`src/rtl/neuron_buffer_sequencer_pkg.sv`:
```
// neuron_buffer_sequencer_pkg: shared FSM encoding and default address width
package neuron_buffer_sequencer_pkg;
    localparam int A_DEFAULT = 7;
    typedef enum logic [1:0] {S_IDLE, S_READ, S_DRAIN, S_SWAP} state_t;
endpackage

```
`src/rtl/neuron_buffer_sequencer_counter.sv`:
```
// neuron_buffer_sequencer_counter: up-counter with synchronous clear and enable
module neuron_buffer_sequencer_counter
    import neuron_buffer_sequencer_pkg::*;
#(
    parameter int W = A_DEFAULT + 1
) (
    input  logic         clk,
    input  logic         rst_n,
    input  logic         clr,
    input  logic         en,
    output logic [W-1:0] q
);
    always_ff @(posedge clk) begin
        if (!rst_n || clr) q <= '0;
        else if (en) q <= q + W'(1);
    end
endmodule

```
`src/rtl/neuron_buffer_sequencer.sv`:
```
// neuron_buffer_sequencer: per-layer read/write sequencing and role swap for the N1/N2 ping-pong buffers
module neuron_buffer_sequencer
    import neuron_buffer_sequencer_pkg::*;
#(
    parameter int A     = A_DEFAULT,
    parameter int depth = 2
) (
    input  logic         clk,
    input  logic         rst_n,
    input  logic         start,
    input  logic [A:0]   cfgReadWords,
    input  logic [A:0]   cfgWriteWords,
    input  logic         cfgPool,
    input  logic         rdReady,
    input  logic         wrValid,
    output logic         readBufferSelect,
    output logic         doPooling,
    output logic [A-1:0] readBuffAddress,
    output logic [A-1:0] writeBuffAddress,
    output logic         nRWrite,
    output logic         nWWrite,
    output logic         rdValid,
    output logic         busy,
    output logic         layerDone,
    output logic         wrOverflow
);
    if (depth < 0) begin : g_depth_check
        $error("depth must be non-negative");
    end

    state_t     state, nxt;
    logic [A:0] cfg_rd, cfg_wr, rd_cnt, wr_cnt;
    logic       pool, rbs, ovf, launch, active, rd_last, wr_done;

    assign launch  = state == S_IDLE && start;
    assign active  = state == S_READ || state == S_DRAIN;
    assign rd_last = (rd_cnt + {{A{1'b0}}, 1'b1}) == cfg_rd;
    assign wr_done = (wr_cnt + {{A{1'b0}}, nWWrite}) == cfg_wr;

    always_ff @(posedge clk) begin
        if (!rst_n) state <= S_IDLE;
        else state <= nxt;
    end

    always_comb begin
        nxt = state;
        case (state)
            S_IDLE:  nxt = start ? (cfgReadWords != '0 ? S_READ : S_DRAIN) : S_IDLE;
            S_READ:  nxt = rdReady && rd_last ? S_DRAIN : S_READ;
            S_DRAIN: nxt = wr_done ? S_SWAP : S_DRAIN;
            default: nxt = S_IDLE;
        endcase
    end

    always_comb begin
        rdValid   = state == S_READ;
        busy      = state != S_IDLE;
        layerDone = state == S_SWAP;
        nWWrite   = active && wrValid && (wr_cnt < cfg_wr);
    end

    always_ff @(posedge clk) begin
        if (!rst_n) begin
            cfg_rd <= '0;
            cfg_wr <= '0;
            pool   <= 1'b0;
            rbs    <= 1'b0;
            ovf    <= 1'b0;
        end else begin
            if (launch) begin
                cfg_rd <= cfgReadWords;
                cfg_wr <= cfgWriteWords;
                pool   <= cfgPool;
                ovf    <= 1'b0;
            end else if (active && wrValid && !nWWrite) begin
                ovf <= 1'b1;
            end
            if (state == S_SWAP) rbs <= !rbs;
        end
    end

    neuron_buffer_sequencer_counter #(.W(A + 1)) u_rd_cnt (
        .clk  (clk),
        .rst_n(rst_n),
        .clr  (launch),
        .en   (rdValid && rdReady),
        .q    (rd_cnt)
    );

    neuron_buffer_sequencer_counter #(.W(A + 1)) u_wr_cnt (
        .clk  (clk),
        .rst_n(rst_n),
        .clr  (launch),
        .en   (nWWrite),
        .q    (wr_cnt)
    );

    assign readBufferSelect = rbs;
    assign doPooling        = pool;
    assign readBuffAddress  = rd_cnt[A-1:0];
    assign writeBuffAddress = wr_cnt[A-1:0];
    assign nRWrite          = 1'b0;
    assign wrOverflow       = ovf;
endmodule

```
`config.mk`:
```
export PLATFORM = sky130hd
export DESIGN_NAME = neuron_buffer_sequencer
export DESIGN_NICKNAME = d
export VERILOG_FILES = /design/src/rtl/neuron_buffer_sequencer_pkg.sv /design/src/rtl/neuron_buffer_sequencer_counter.sv /design/src/rtl/neuron_buffer_sequencer.sv
export SDC_FILE = /design/constraint.sdc
export NUM_CORES = 1
export LEC_CHECK = 0
export CORE_MARGIN = 2
export CORE_UTILIZATION = 40
export CTS_CLUSTER_DIAMETER = 150
export DETAILED_ROUTE_END_ITERATION = 8
export MAX_ROUTING_LAYER = met4
export PLACE_DENSITY = 0.63
export SYNTH_ARGS = -nofsm -noshare
export SYNTH_HDL_FRONTEND = slang
export SYNTH_SLANG_ARGS = --single-unit
```
`constraint.sdc`:
```
create_clock -name clk -period 2.9 [get_ports clk]
set_input_delay 0.29 -clock clk [delete_from_list [all_inputs] [get_ports clk]]
set_output_delay 0.29 -clock clk [all_outputs]
set_load 0.01 [all_outputs]
```
==> results.ini, run 1 <==
[setup_path]
crit_fanout=4
cp-start-kind=flip-flop
slowest_stage=dfxtp_1
slowest_delay_ps=370
crit_buf_inv=2
critical_path.top_delay_family=compound AO/OA/AOI/OAI gates
critPathKind=reg -> reg
worstPathArrival_ps=2770
worst_ep_required_time_ps=3070
end_kind=flip-flop
cp_cell_sequence=inv_1, ha_1, a21o_1, a21o_1, a21oi_2, o21ai_2, inv_1, ha_1, ha_2, a31oi_1, a211oi_1, a211oi_2, o2111ai_1, a31oi_1

[drt]
drt-initial-drc-count=73
wl_met1_mm=2.577
num_vias=2012
wire_per_inst_um=13.21
drtAntennaViolNets=0
wl_mm=5.179
dr.pass1.iters=4
maxUsedRoutingLayer=met4
wl_met3_um=270
vias_per_cell=5.133
dr_wl_met2_mm=2.239
drc_errors=0

[die]
initial_core_util=0.4120
core-area_sq_um=5507
die_w_um=79.31
dieArea_sq_um=6289
die_y_um=79.31
rows=27
ios=44

[final_layout]
seq_area_sq_um=742.0
area_delta_synth_final_pct=22.72
drive_above_1_share=0.07188
final_core_util=0.5056
final_cell_mix=nand2_1, clkdlybuf4s50_1, dfxtp_1
final_common_cell=nand2_1
multi_input_area_sq_um=1321
fill_cells=551
n_antenna_cell=0
final_nets=356

[run]
maxCapViolations=0

[clock_network]
hold_buffers=0
clk_path_buf_depth=2
insertion_delay_ps=280
numCtsBuffers=5
cts.sink_count=37
cts.clk_slew.worst_paths_ps=80
cts_root_buf=clkbuf_8
cts_tree=done
htreeDepth=2

[sta]
slew_viol_final=0
hold_viol_final=0
setup_viol=0
layout_setup_ws_ps=300.9
slew_headroom=0.5646
tightest_slew_ps=653.1
layout_min_cycle_time_ps=2599
fin_setup_tns_ps=0
fin_skew_ps=3.738
post-route-period-util=0.8962
max_freq_mhz=384.8
rsz0062_at_grt=no

[place]
port_buffers=42
dp_hpwl_mm=3.875
place_ws_ps=242.2
gp_congestion=0.9296

[pwr]
ir_worst_vdd_mv=0.2127
finalPower_mw=1.076
leakage_nw=1.051
power.density_nw_per_um2=386.6

[yosys]
syn_avg_cell_area_sq_um=7.876
ys_seq_area_frac=0.3265
ys_warn_count=0
synthCells=288
syn_area_sq_um=2268
synth.distinct_cells=37
syn_nets=325
ys_seq_elements=37

[grt]
grt_pass1_wl_mm=8.542
track_usage=0.1779
grt_pass1_vias=1851
grt_max_degree=22
antenna_found_initial=0
grt_overflow=0

[min_path]
hp-class=reg -> reg

[run_status]
status=complete, no violations

-- synthesized netlist by cell type --
cell type,instances,share of area
a211o_1,1,0.0039
a211oi_1,2,0.0066
a21boi_0,17,0.056
a21o_1,3,0.0099
a21oi_1,14,0.031
a21oi_2,1,0.0039
a31oi_1,4,0.011
a32o_1,1,0.0044
and2_1,3,0.0083
and3_1,2,0.0055
buf_1,1,0.0017
buf_2,1,0.0022
buf_4,16,0.053
clkbuf_1,10,0.017
conb_1,1,0.0017
dfxtp_1,37,0.33
ha_1,15,0.083
inv_1,14,0.023
mux2i_1,1,0.0044
nand2_1,49,0.081
nand2b_1,4,0.011
nand3_1,12,0.026
nand4_1,5,0.014
nor2_1,16,0.026
nor3_1,2,0.0044
nor4_1,4,0.011
o2111ai_1,1,0.0039
o21ai_0,10,0.022
o21ai_2,1,0.0039
o21bai_1,1,0.0033
o22ai_1,1,0.0028
o31a_1,1,0.0039
o31ai_1,2,0.0066
or3_1,6,0.017
or4_1,3,0.0099
xnor2_1,15,0.058
xor2_1,11,0.042
-- per-layer routing --
layer,track usage,up-vias
met2,0.2568,57
met4,0.05862,0
li1,-,1023
met1,0.2414,923
met3,0.04773,9
met5,-,-
-- cell type report --
cell class              instances  share of cell area
clock buffers                   6             0.02607
clock inverters                 2            0.003596
inverters                      14             0.01888
multi-input cells             209              0.4746
flip-flops and latches         37              0.2665
well taps                      72             0.03236
repair buffers                 52              0.1780
-- final timing paths --
kind | from | end | slack (ps) | cells past startpoint
setup / recovery | cfg_wr[1] | state[0] | 300 | 14
hold / removal | doPooling | doPooling | 470 | 2
setup reg to reg | cfg_wr[1] | state[0] | 300 | 14
hold reg to reg | doPooling | doPooling | 470 | 2
-- what timing repair did --
action / CTS / global route
resized for setup: 0 / 4
hold endpoints to repair: 0 / 0
buffers inserted: 0 / 0
setup endpoints to repair: 0 / 1
-- per-stage QoR --
| stage | hold WS [ps] | cell area, sq um | cells |
|---|---|---|---|
| 6_report | 466.1 | 2784 | 392 |
| 5_1_grt | 505.5 | 2784 | 392 |
| 3_5_place_dp | 458.3 | 2688 | 384 |
| 3_3_place_gp | 451.9 | 2688 | 384 |
| 4_1_cts | 470.7 | 2770 | 392 |
| 2_1_floorplan | 434.9 | 2268 | 288 |
-- power by group --
part / total [mW] / switching (mW) / internal, mW
clock: 0.352 / 0.185 / 0.167
combinational: 0.178 / 0.0896 / 0.0888
sequential: 0.546 / 0.0190 / 0.527
total: 1.08 / 0.294 / 0.783
-- sequential cells by signal, summed over array words and instances, names as in the netlist --
signal and cells:
cfg_wr 8, u_wr_cnt.q 8, u_rd_cnt.q 8, cfg_rd 8, doPooling 1, readBufferSelect 1, state 2, wrOverflow 1
-- cell families after synthesis --
group | Yosys count | synth area share
buf+inv | 42 | 0.09653
flops | 37 | 0.3265
simple gates | 106 | 0.2146
compound gates | 60 | 0.1732
mux | 1 | 0.004413
xor+xnor | 26 | 0.1004
other cells | 1 | 0.001653
fa+ha+maj | 15 | 0.08274
-- worst reg2reg max path: cells and delay by family, from the launching register on --
kind	cells	cell delay (ps)
adder cells (fa/ha/maj)	3	650
AO/OA/AOI/OAI	9	1360
buffers and inverters	2	130
flip-flops	1	370
Note: power is estimated with default switching activity, not from simulation.
==> run 2: changes to the inputs <==
--- a/config.mk
+++ b/config.mk
@@ -15,2 +15,3 @@
 export SYNTH_HDL_FRONTEND = slang
 export SYNTH_SLANG_ARGS = --single-unit
+export TNS_END_PERCENT = 30
==> constraint.sdc (replaced) <==
create_clock -name clk -period 2.9 [get_ports clk]
set_input_delay 0.58 -clock clk [delete_from_list [all_inputs] [get_ports clk]]
set_output_delay 0.58 -clock clk [all_outputs]
set_load 0.01 [all_outputs]
==> run 2 against run 1 <==
Compared with the run above: cell area is 0.81% higher; sequential cell count stayed put; first-iteration DRC count rose by 32%.
==> results.ini, run 2 (synthesis results as in run 1) <==
[pwr]
ir_worst_vdd_mv=0.2028
power.density_nw_per_um2=399.3
finalPower_mw=1.121
leakage_nw=1.082

[sta]
setup_viol=0
layout_min_cycle_time_ps=2683
max_freq_mhz=372.7
layout_setup_ws_ps=216.6
hold_viol_final=0
fin_setup_tns_ps=0
fin_skew_ps=4.004
slew_viol_final=0
post-route-period-util=0.9253

[die]
ios=44
rows=27
die_y_um=79.31
core-area_sq_um=5507
dieArea_sq_um=6289
initial_core_util=0.4120
die_w_um=79.31

[setup_path]
crit_fanout=4
critPathKind=reg -> reg
cp_cell_sequence=inv_1, ha_1, a21o_1, a21o_1, a21oi_2, o21ai_2, inv_1, ha_1, ha_2, nand3_1, xor2_1, a211oi_2, o2111ai_1, a31oi_1
rrSetupSlack_ps=220
cp-start-kind=flip-flop
end_kind=flip-flop
slowest_delay_ps=370
slowest_stage=dfxtp_1
worstPathArrival_ps=2900
worst_ep_required_time_ps=3110

[drt]
drt-initial-drc-count=96
vias_per_cell=4.964
drtAntennaViolNets=0
dr.pass1.iters=4
wire_per_inst_um=12.43
wl_mm=4.886
num_vias=1951
drc_errors=0

[clock_network]
htreeDepth=2
insertion_delay_ps=280
cts_tree=done
post_cts_resized=0
postCtsSetupBuffers=0
hold_buffers=0
cts.sink_count=37
clk_path_buf_depth=2
cts.clk_slew.worst_paths_ps=70
cts_root_buf=clkbuf_8
numCtsBuffers=5

[place]
dpl.cell_count=385
port_buffers=42
gp_congestion=0.7971
dp_hpwl_mm=3.723
place_ws_ps=165.5

[grt]
grt_max_degree=21
track_usage=0.1706
grt_pass1_vias=1770
grt_pass1_wl_mm=8.286
grt_overflow=0
antenna_found_initial=0

[min_path]
hp-class=reg -> reg

[final_layout]
fin_cells=393
final_common_cell=nand2_1
n_antenna_cell=0
final_core_util=0.5097
final_nets=357
area_delta_synth_final_pct=23.72
drive_above_1_share=0.07165
fill_cells=560
final_cell_mix=nand2_1, clkdlybuf4s50_1, dfxtp_1

[run_status]
status=complete, no violations

[run]
maxCapViolations=0

==> run 2: cell count changes in the layout (fill, tap and decap cells not counted), sizes merged <==
cell,delta
buf,+1
clkinv,-1
clkdlybuf4s50,-1
clkbuf,+1
dlymetal6s2s,+1
==> run 2: through the flow <==
step | instance area (sq um) | hold WS, ps
3_3_place_gp | 2695 | 450.9
5_1_grt | 2806 | 506.8
2_1_floorplan | 2268 | 455.1
3_5_place_dp | 2695 | 459.8
6_report | 2806 | 464.9
4_1_cts | 2796 | 470.1
==> run 2: area by class of cell <==
cell class                      instances  area, sq um  area share
Multi-Input combinational cell        209         1316      0.4690
Sequential cell                        37        740.7      0.2639
Timing Repair Buffer                   53        505.5      0.1801
Clock buffer                            7        96.34     0.03433
Tap cell                               72        90.09     0.03210
Inverter                               14        52.55     0.01872
Clock inverter                          1        5.005    0.001783
==> run 2: critical path: cells and delay by family (launching register included) <==
family | cells | cell delay (ps)
and+or+nand+nor | 1 | 130
adders and majority gates | 3 | 630
DFF | 1 | 370
buffers and inverters | 2 | 150
AOI/OAI and AO/OA | 7 | 1180
xor gates and xnor gates | 1 | 180
==> run 2: worst paths after layout <==
kind | depth (start not counted) | to | start
worst max register to register | 14 | state[0] | cfg_wr[1]
worst min-delay path | 2 | doPooling | doPooling
worst min register to register | 2 | doPooling | doPooling
worst max-delay path | 14 | state[0] | cfg_wr[1]
==> run 2: routing by layer <==
metal,wire (um),track usage
met2,2142,0.2534
met3,129,0.02500
met4,61,0.06379
met5,0,-
met1,2552,0.2352
==> run 2: power breakdown <==
group / leakage [nW] / total [mW] / switching (mW) / internal [mW]
registers: 0.301 / 0.546 / 0.0189 / 0.527
clock network: 0.0542 / 0.397 / 0.182 / 0.215
logic: 0.727 / 0.178 / 0.0879 / 0.0899
total: 1.08 / 1.12 / 0.289 / 0.832
==> run 3: changes to the inputs <==
ABC_AREA = 1   (was unset)
==> run 3 against run 2 <==
Compared with the run above: area after synthesis increased by 7.6%; global-route usage up 2.1 points; clock-buffer cell count unchanged.
==> results.ini, run 3 <==
[run_status]
status=complete, no violations

[place]
gp_congestion=0.8919
dpl.cell_count=476
port_buffers=42
dp_hpwl_mm=4.564

[pwr]
p_int_uw=849.8
ir_worst_vdd_mv=0.1815
seq_power_share=0.466
p_sw_uw=341.7
power_frac_comb=0.189
switching_share=0.2868
leakage_nw=1.331
finalPower_mw=1.192
power.density_nw_per_um2=396.1
clkPwrFrac=0.344

[clock_network]
insertion_delay_ps=300
cts.sink_count=37
cts.clk_slew.worst_paths_ps=80
numCtsBuffers=5
htreeDepth=2
clk_path_buf_depth=2
hold_buffers=0
cts_root_buf=clkbuf_8
cts_tree=done

[final_layout]
final_common_cell=nand2_1
area_delta_synth_final_pct=23.22
final_cell_mix=nand2_1, inv_1, clkdlybuf4s50_1
n_antenna_cell=0
final_core_util=0.5080
final_nets=447
drive_above_1_share=0.07056
fin_cells=486
fill_cells=601

[setup_path]
critical_path.top_delay_family=simple AND/OR/NAND/NOR gates
cp_cell_sequence=inv_1, ha_1, nand2_1, nor2_1, nand2_2, nand3_4, clkinv_2, ha_1, ha_1, inv_1, nand2_1, nand2_1, nand3_1, nor2_1, nand2_1, nor2_1, a21oi_1, a21oi_1
worstPathArrival_ps=2790
cp_common_cell=nand2_1
crit_fanout=8
critPathKind=reg -> reg
crit_buf_inv=3
end_kind=flip-flop
slowest_stage=dfxtp_1
slowest_delay_ps=340
cp-start-kind=flip-flop
worst_ep_required_time_ps=3130

[sta]
max_freq_mhz=389.8
hold_viol_final=0
rsz0062_at_grt=no
fin_skew_ps=6.312
post-route-period-util=0.8846
fin_setup_tns_ps=0
setup_viol=0
slew_viol_final=0
layout_min_cycle_time_ps=2565

[grt]
grt_overflow=0
grt_pass1_wl_mm=9.542
grt_max_degree=32
track_usage=0.1912
grt_pass1_vias=2111
antenna_found_initial=0

[yosys]
synthMuxAreaShare=0
synth.distinct_cells=31
synth.area.top_cells=dfxtp_1, nand2_1, ha_1
syn_area_sq_um=2441
synth_edf_count=0
synthAdderAreaFrac=0.07688
synth_top_flop_cell=dfxtp_1
syn_avg_cell_area_sq_um=6.580
synth-xor-area-share=0.03229
ys_warn_count=0
synthArstFlopShare=0
synth_top_area_cell=dfxtp_1
syn_nets=408
ys_seq_area_frac=0.3034
synth_compound_area_frac=0.1343
synthCells=371
synth_top_area_frac=0.3034
synth-simple-area-share=0.3147
yosys.cell_count.top_type=nand2_1
synth_top_family_by_area=simple AND/OR/NAND/NOR gates
ys_top_cells_by_count=nand2_1, inv_1, dfxtp_1, a21oi_1, nand3_1
ys_seq_elements=37

[die]
dieArea_sq_um=6744
rows=28
core-area_sq_um=5921
initial_core_util=0.4123
die_y_um=82.12
die_w_um=82.12
ios=44

[drt]
drc_errors=0
wl_mm=5.892
num_vias=2408
drtAntennaViolNets=0
dr.pass1.iters=4
wire_per_inst_um=12.12
vias_per_cell=4.955
drt-initial-drc-count=124

[run]
maxCapViolations=0

[min_path]
hp-class=reg -> reg

[run 3: cell count changes in the layout (fill, tap and decap cells not counted), sizes merged, moves of 6 or more]
cell    change
a21boi     -17
a21oi      +18
inv        +34
nand2      +46
nand3      +22
nor2       +16
o21ai      +10
or3         -6
xnor2      -11
xor2        -6
[run 3: cell type report]
type,count,area [sq um],share of cell area
timing repair buffer,54,513.0,0.1705
tap,75,93.84,0.03120
multi-input combinational,261,1366,0.4542
sequential,37,740.7,0.2463
inverter,51,192.7,0.06406
clock inverter,1,5.005,0.001664
clock buffer,7,96.34,0.03203
[run 3: path summary, 6_finish.rpt]
path,to,cells past startpoint,slack [ps],start
worst max register to register,state[0],18,330,cfg_wr[7]
worst max-delay path,state[0],18,330,cfg_wr[7]
worst min register to register,cfg_rd[7],2,470,cfg_rd[7]
worst min-delay path,cfg_rd[7],2,470,cfg_rd[7]
[run 3: cell families (layout without fill, tap and decap cells)]
kind of cell / count (synthesis) / after routing
flip-flops: 37 / 37
AO/OA/AOI/OAI: 60 / 60
AND/OR/NAND/NOR: 176 / 176
adder cells (fa/ha/maj): 15 / 15
XOR/XNOR: 9 / 9
other: 1 / 1
buffers and inverters: 73 / 113
[run 3: power groups by stage]
stage | clock network [mW] | logic (mW) | registers [mW]
floorplan | 0 | 0.145 | 0.563
global placement | 0 | 0.222 | 0.567
detailed placement | 0 | 0.225 | 0.568
global route | 0.442 | 0.255 | 0.560
finish | 0.410 | 0.226 | 0.556
CTS | 0.418 | 0.226 | 0.556
[run 3: routing by layer]
layer  global-route usage  vias to the layer above  part of all wire
met1               0.2285                     1075              0.45
met4              0.05167                        0             0.017
li1                     -                     1263                 -
met2               0.3236                       60              0.49
met5                    -                        -                 0
met3              0.04457                       10             0.049
[run 3: timing repair]
item / CTS / global route
resized for setup: 0 / 1
setup endpoints to repair: 0 / 2
setup buffers: 0 / 2
[run 3: tightest hold or removal path, stage by stage (launching register included)]
cell     delay, ps
dfxtp_1        310
inv_1           60
a21oi_1         60
[run 3: through the flow]
stage | hold slack, ps | setup slack, ps | instance area [sq um]
finish | 471.8 | 334.7 | 3008
global route | 500.5 | 49.26 | 3008
detailed placement | 463.6 | 212.1 | 2889
floorplan | 444.0 | 347.9 | 2441
CTS | 474.9 | 20.71 | 2990
global placement | 453.9 | 257.8 | 2889
